===== src/rtl/pcpi_ser_pkg.sv =====
// rtl/pcpi_ser_pkg.sv - shared state encoding and default widths for the PCPI result serializer
package pcpi_ser_pkg;

  localparam int SER_DATA_W = 32;
  localparam int SER_SEG_W  = 4;

  typedef enum logic [1:0] {
    ST_IDLE = 2'd0,
    ST_SEND = 2'd1,
    ST_GAP  = 2'd2,
    ST_DONE = 2'd3
  } ser_state_t;

endpackage


===== src/rtl/pcpi_result_serializer.sv =====
// rtl/pcpi_result_serializer.sv - captures a PCPI write-back result and presents it to a host one nibble at a time
module pcpi_result_serializer
  import pcpi_ser_pkg::*;
#(
  parameter int DATA_W = SER_DATA_W,
  parameter int SEG_W  = SER_SEG_W
) (
  input  logic              clk,
  input  logic              rst_n,
  input  logic              pcpi_ready,
  input  logic              pcpi_wr,
  input  logic [DATA_W-1:0] pcpi_rd,
  input  logic              nib_ack,
  output logic [SEG_W-1:0]  nib_data,
  output logic              nib_valid,
  output logic              tx_busy,
  output logic              tx_done,
  output logic              overrun
);

  localparam int NSEG  = DATA_W / SEG_W;
  localparam int CNT_W = (NSEG > 1) ? $clog2(NSEG) : 1;

  ser_state_t        state_q, state_d;
  logic [CNT_W-1:0]  count_q;
  logic [DATA_W-1:0] shadow_q;
  logic              overrun_q;
  logic              take;
  logic              last_seg;

  // A result is only worth serializing when it carries a register write.
  assign take     = pcpi_ready & pcpi_wr;
  assign last_seg = (count_q == CNT_W'(NSEG - 1));

  // Next-state and output decode; outputs depend on the registered state only.
  always_comb begin
    state_d   = state_q;
    nib_valid = 1'b0;
    nib_data  = '0;
    tx_busy   = (state_q != ST_IDLE);
    tx_done   = 1'b0;
    overrun   = overrun_q;
    case (state_q)
      ST_IDLE: begin
        if (take) state_d = ST_SEND;
      end
      ST_SEND: begin
        nib_valid = 1'b1;
        nib_data  = shadow_q[int'(count_q)*SEG_W +: SEG_W];
        if (nib_ack) state_d = last_seg ? ST_DONE : ST_GAP;
      end
      ST_GAP: begin
        state_d = ST_SEND;
      end
      ST_DONE: begin
        tx_done = 1'b1;
        state_d = ST_IDLE;
      end
      default: state_d = ST_IDLE;
    endcase
  end

  // State, shadow capture, segment counter and sticky overrun flag.
  always_ff @(posedge clk or negedge rst_n) begin
    if (!rst_n) begin
      state_q   <= ST_IDLE;
      count_q   <= '0;
      shadow_q  <= '0;
      overrun_q <= 1'b0;
    end else begin
      state_q <= state_d;
      case (state_q)
        ST_IDLE: begin
          if (take) begin
            shadow_q <= pcpi_rd;
            count_q  <= '0;
          end
        end
        ST_SEND: begin
          // The last segment leaves the count alone; DONE clears it.
          if (nib_ack && !last_seg) count_q <= count_q + 1'b1;
        end
        ST_DONE: count_q <= '0;
        default: ;
      endcase
      // A new result while a frame is in flight is dropped, never queued.
      if (take && (state_q != ST_IDLE)) overrun_q <= 1'b1;
    end
  end

endmodule


===== config.mk =====
export PLATFORM = sky130hd
export DESIGN_NAME = pcpi_result_serializer
export DESIGN_NICKNAME = d
export VERILOG_FILES = /design/src/rtl/pcpi_ser_pkg.sv /design/src/rtl/pcpi_result_serializer.sv
export SDC_FILE = /design/constraint.sdc
export NUM_CORES = 1
export LEC_CHECK = 0
export ABC_AREA = 1
export CELL_PAD_IN_SITES_DETAIL_PLACEMENT = 0
export CELL_PAD_IN_SITES_GLOBAL_PLACEMENT = 1
export CORE_MARGIN = 5
export CORE_UTILIZATION = 41
export CTS_CLUSTER_DIAMETER = 100
export DETAILED_ROUTE_END_ITERATION = 7
export DONT_BUFFER_PORTS = 1
export MAX_ROUTING_LAYER = met4
export PLACE_DENSITY_LB_ADDON = 0.1
export SETUP_SLACK_MARGIN = 0.5
export SLEW_MARGIN = 10
export SYNTH_ARGS = -nofsm -noshare
export SYNTH_HDL_FRONTEND = slang
export SYNTH_SLANG_ARGS = --single-unit

===== constraint.sdc =====
create_clock -name clk -period 1.35 [get_ports clk]
set_clock_uncertainty 0.15 [all_clocks]
set_input_delay 0.0675 -clock clk [delete_from_list [all_inputs] [get_ports clk]]
set_output_delay 0.0675 -clock clk [all_outputs]
set_load 0.02 [all_outputs]

== After elaboration in Yosys (flattened, before gate mapping) ==
Cells that the tools add are included.
Operators by class
  eq/ne operators: 7
  muxes and demuxes: 10
  shifts and indexed selects: 1
  $add $sub $neg: 1
  bitwise gates (word level): 1
  reduce and logical (&&, ||, !) cells: 9
Operator list (count)
  variable part select 32 x 6 -> 4 bit: 1
  case mux 3 bit (3 select lines): 1
  case mux 2 bit (4 select lines): 1
  2-to-1 mux 3 bit: 2
  inequality test 2 bit (second input constant): 3
  equality test 2 bit (second input constant): 2
  2-to-1 mux 2 bit: 2
  2-to-1 mux 4 bit: 1
  AND reduction 2 bit: 2
  adder 3 x 1 -> 3 bit (second input constant): 1
  equality test 3 bit (second input constant): 1
  2-to-1 mux 1 bit: 3
  AND reduction 3 bit: 1
  nonzero test 3 bit: 1
  equality test 2 x 1 -> 1 bit (second input constant): 1
  logical AND 1 bit: 2
  logical NOT 2 bit: 1
  nonzero test 2 bit: 1
  AND 1 bit: 1
  logical NOT 1 bit: 1
Storage, ports and cells
  flip-flop bits (word level): 38
  word-level logic and storage cells: 33
  input port bits: 37

== Longest topological paths before layout ==
  depth after elaboration: 5
  depth in mapped cells: 8
  depth with buffers taken out: 7

== Worst setup path before layout ==
No wires, ideal clock.
  path type: reg-to-output
  from: reg count_q[0]
  to: out nib_data[2]
  stages on the path, launching flop included: 8
  path buffers: 2
  slack: -0.077 ns
  arrival time: 1.209 ns
  required time: 1.133 ns
  path through: dfrtp_1 -> buf_4 -> buf_2 -> nand2_1 -> nand3_1 -> nand3_1 -> nand2_1 -> nor2_1
On the way
  cells in the longest elaborated chain, start to end: 2
RTL lines
  start, declared: RTL line pcpi_result_serializer.sv:25  | logic [CNT_W-1:0] count_q;
  start signal, assigned: RTL line pcpi_result_serializer.sv:81  | if (nib_ack && !last_seg) count_q <= count_q + 1'b1;
  variable part select 32 x 6 -> 4 bit: RTL line pcpi_result_serializer.sv:49  | nib_data = shadow_q[int'(count_q)*SEG_W +: SEG_W];
  2-to-1 mux 4 bit: RTL line pcpi_result_serializer.sv:43  | case (state_q)
  end, declared: RTL line pcpi_result_serializer.sv:14  | output logic [SEG_W-1:0] nib_data,
Every way passes these cells.

== Worst setup path after layout ==
  from: reg count_q[0]
  to: out nib_data[0]
Same word-level chain as after synthesis.

==> results.md <==
* Class of the tightest hold or removal check: input port to asynchronous set/reset pin
* Remaining DRCs at 0
* Fraction of power consumed by sequential logic at 28.4%
* Root buffer cell: sky130_fd_sc_hd__clkbuf_8
* Clock tree buffer depth at 2
* Final HPWL DP at 3150 µm
* Highest ir drop seen on vdd at 1190 µV
* Cell taking the most area after synthesis: sky130_fd_sc_hd__dfrtp_1
* Placed Instances at 315
* Port-buffer cells at 0
* Most frequent standard cell in the layout excluding fill and tap cells: sky130_fd_sc_hd__nand2_1
* Critical register-to-register path startpoint: count_q[0]$_DFFE_PN0P_
* Area growth from synthesis to layout at 59.6%
* Height of the die at 80.6 µm
* Die width at 80.6 µm
* Type of the worst setup path: flop to primary output
* Count of distinct cell types in the synthesized netlist at 21
* Placeable core region at 4790 µm²
* Shortest period the worst path allows at 1.61 ns
* Initial core utilization at 42.7%
* Global-route wire length before repair at 8940 µm
* Reg-to-Reg End: count_q[2]$_DFFE_PN0P_
* Area of the mapped netlist at 2050 µm²
* Number of filler cells placed in the layout at 389
* DRC violation total after the first TritonRoute iteration at 56
* Crit. End Element: primary output
* CTS Hold Bufs at 34
* Worst hold slack at -0.687 ns
* Layout Cells excl Fill at 381
* Post-detailed-route via-to-cell ratio at 4.65
* Violations in the final reports: negative hold slack, negative setup slack
* Setup crit start: count_q[0]$_DFFE_PN0P_
* GP Congestion at 0.744
* Worst slew margin at 85.3%
* Instance count of the mapped netlist at 249
* Lkg Pwr at 1.51 nW
* Post-route clock period utilization at 119%
* Worst setup path end: nib_data[0]
* Switch Pwr at 2.60 mW
* Count of final setup violators at 43
* Average detailed-routed wire length per instance at 14.1 µm
* Required time at the endpoint of the critical path at 1.13 ns
* Flip-flop and latch count after synthesis at 38
* Actual transition at the worst max-transition pin at 0.221 ns
* Number of ports placed on the die boundary at 45
* Largest net degree at the start of global routing at 39
* Worst setup SP type: flop
* Max stage delay on crit path at 0.45 ns
* Areal power density over the cells at 1980 nW/µm²
* Crit. path cell count at 6
* Final hold violations at 38
* Result of the run: complete, but fails checks
* Pre-CTS setup slack at -0.0499 ns
* Number of nets at the end of the flow at 352
* Number of H-tree levels at 2
* Global router's overall resource usage at 18.7%
* Via count of the first global-routing pass at 1814
* Peak clock frequency supported by timing at 621 MHz
* Highest-count cells in the layout ignoring fill and taps: sky130_fd_sc_hd__nand2_1, sky130_fd_sc_hd__inv_1, sky130_fd_sc_hd__dfrtp_1
* Synth top area share at 46.5%
* Register area share after synthesis at 46.5%
* Top area cells in the synthesized netlist: sky130_fd_sc_hd__dfrtp_1, sky130_fd_sc_hd__a21oi_2, sky130_fd_sc_hd__nand2_1
* Clock tree from TritonCTS: yes
* Count of vias placed by the detailed router at 1773
* Antenna viol nets, final at 0
* Internal at 3.88 mW
* TritonCTS buffer count at 5
* Share of total power in combinational logic at 57.5%
* Slowest stage cell, crit path: sky130_fd_sc_hd__dfrtp_2
* Family with the most delay on the worst path: simple AND/OR/NAND/NOR gates
* Clk Latency, worst-skew pair at 0.29 ns
* Clock network fraction of total power at 14.1%
* Die area at 6500 µm²
* CTS clk-pin slew, worst paths at 0.08 ns
* RSZ-0062 raised after global routing: true
* Share of cells above drive strength 1 at 40.4%
* WP data arrival at 1.39 ns
* Final-report max-slew violation count at 0
* Syn Nets at 288
* Length in cells of the worst reg-to-reg path at 7
* Mean cell area of the mapped netlist at 8.22 µm²
* Biggest fanout along the worst timing path at 9
* Number of antenna violations at the first check in global routing at 0
* Standard-cell rows at 25
* Number of max-cap violations at 0
* Total number of yosys warnings at 0
* Total detailed-routing wirelength at 5390 µm
* Critical path buffer and inverter count at 1
* Series of cell instances along the critical path: buf_12, nand2_1, nand3_1, nand3_1, nand2_1, nor2_4
* Final WS setup at -0.259 ns
* Inserted Diodes at 0
* Setup slack of the most critical reg-to-reg path at -0.21 ns
* Number of search-and-repair iterations in the first detailed-routing pass at 4
* Net switching fraction of the power at 40.1%
* Remaining global-route overflow at 0
* Number of clock sinks seen by CTS at 38
==> layer usage <==
metal  share of wire, %  vias to the layer above  GRT usage, %
li1                   -                      892             -
met1                 47                      841          24.7
met2                 48                       34          29.6
met3                4.0                        6          3.92
met4               0.98                        0          4.56
met5                  0                        -             -
==> how the worst min path moves through the flow <==
stage	end	slack (ns)	cells after the start
after floorplan	count_q[0]$_DFFE_PN0P_	-0.38	0
after global placement	shadow_q[22]$_DFFE_PN0P_	-0.38	0
after detailed placement	shadow_q[25]$_DFFE_PN0P_	-0.38	0
after CTS	shadow_q[25]$_DFFE_PN0P_	-0.69	0
after global routing	shadow_q[22]$_DFFE_PN0P_	-0.70	0
final	shadow_q[25]$_DFFE_PN0P_	-0.69	0
==> area by class of cell <==
cell class	count	area (µm²)	area share (%)
clock buffers	8	110	3.37
inverters	42	191	5.86
multi-input cells	158	1100	33.8
flip-flops and latches	38	953	29.2
well taps	67	83.8	2.57
repair buffers	68	823	25.2
==> power groups by stage <==
stage	clock network, mW	registers, mW	logic (mW)
after detailed placement	0	1.86	2.57
after floorplan	0	1.83	2.10
after global placement	0	1.85	2.56
after global routing	0.998	1.88	4.07
final	0.912	1.84	3.72
after CTS	0.934	1.82	3.47
==> worst reg2reg max path: stages, from the launching register on <==
cell	delay, ns
sky130_fd_sc_hd__dfrtp_2	0.45
sky130_fd_sc_hd__buf_4	0.15
sky130_fd_sc_hd__ha_2	0.17
sky130_fd_sc_hd__ha_4	0.17
sky130_fd_sc_hd__o21ai_4	0.13
sky130_fd_sc_hd__nand3_2	0.10
sky130_fd_sc_hd__nand2_1	0.07
sky130_fd_sc_hd__nand2_1	0.05
==> state kept, by name (all words and copies together) (netlist names) <==
register,cells
state_q,2
shadow_q,32
overrun,1
count_q,3
==> Yosys cell counts (all sizes together) <==
cell type,number
nand3,22
o21ai,1
ha,2
inv,42
o21bai,1
nand4,1
nor3,1
o22ai,1
nand2,53
buf,10
a21oi,33
clkbuf,1
dfrtp,38
nor2,43
==> metrics by stage <==
step	TNS [ns]	total power [mW]	utilization, %	instance area (µm²)
floorplan	0	3.93	-	2130
global placement	-0.113	4.40	46.4	2220
detailed placement	-0.142	4.44	46.4	2220
CTS	-7.01	6.22	65.4	3130
global route	-9.68	6.94	68.2	3260
finish	-7.57	6.47	68.2	3260
==> what timing repair did <==
item                                    in CTS  in global routing
pin swaps                                   28                 10
resized for setup                           62                 19
hold endpoints to repair                    76                 38
endpoints found under the setup margin      46                 46
setup buffers                               14                  3
gates cloned                                 6                  1
==> cell families after synthesis <==
| logic type | after synthesis | synth area share [%] |
|---|---|---|
| compound gates | 36 | 15.0 |
| flops | 38 | 46.5 |
| fa+ha+maj | 2 | 1.22 |
| buf+inv | 53 | 12.6 |
| simple gates | 120 | 24.6 |
Power figures use the tool's default switching activity.
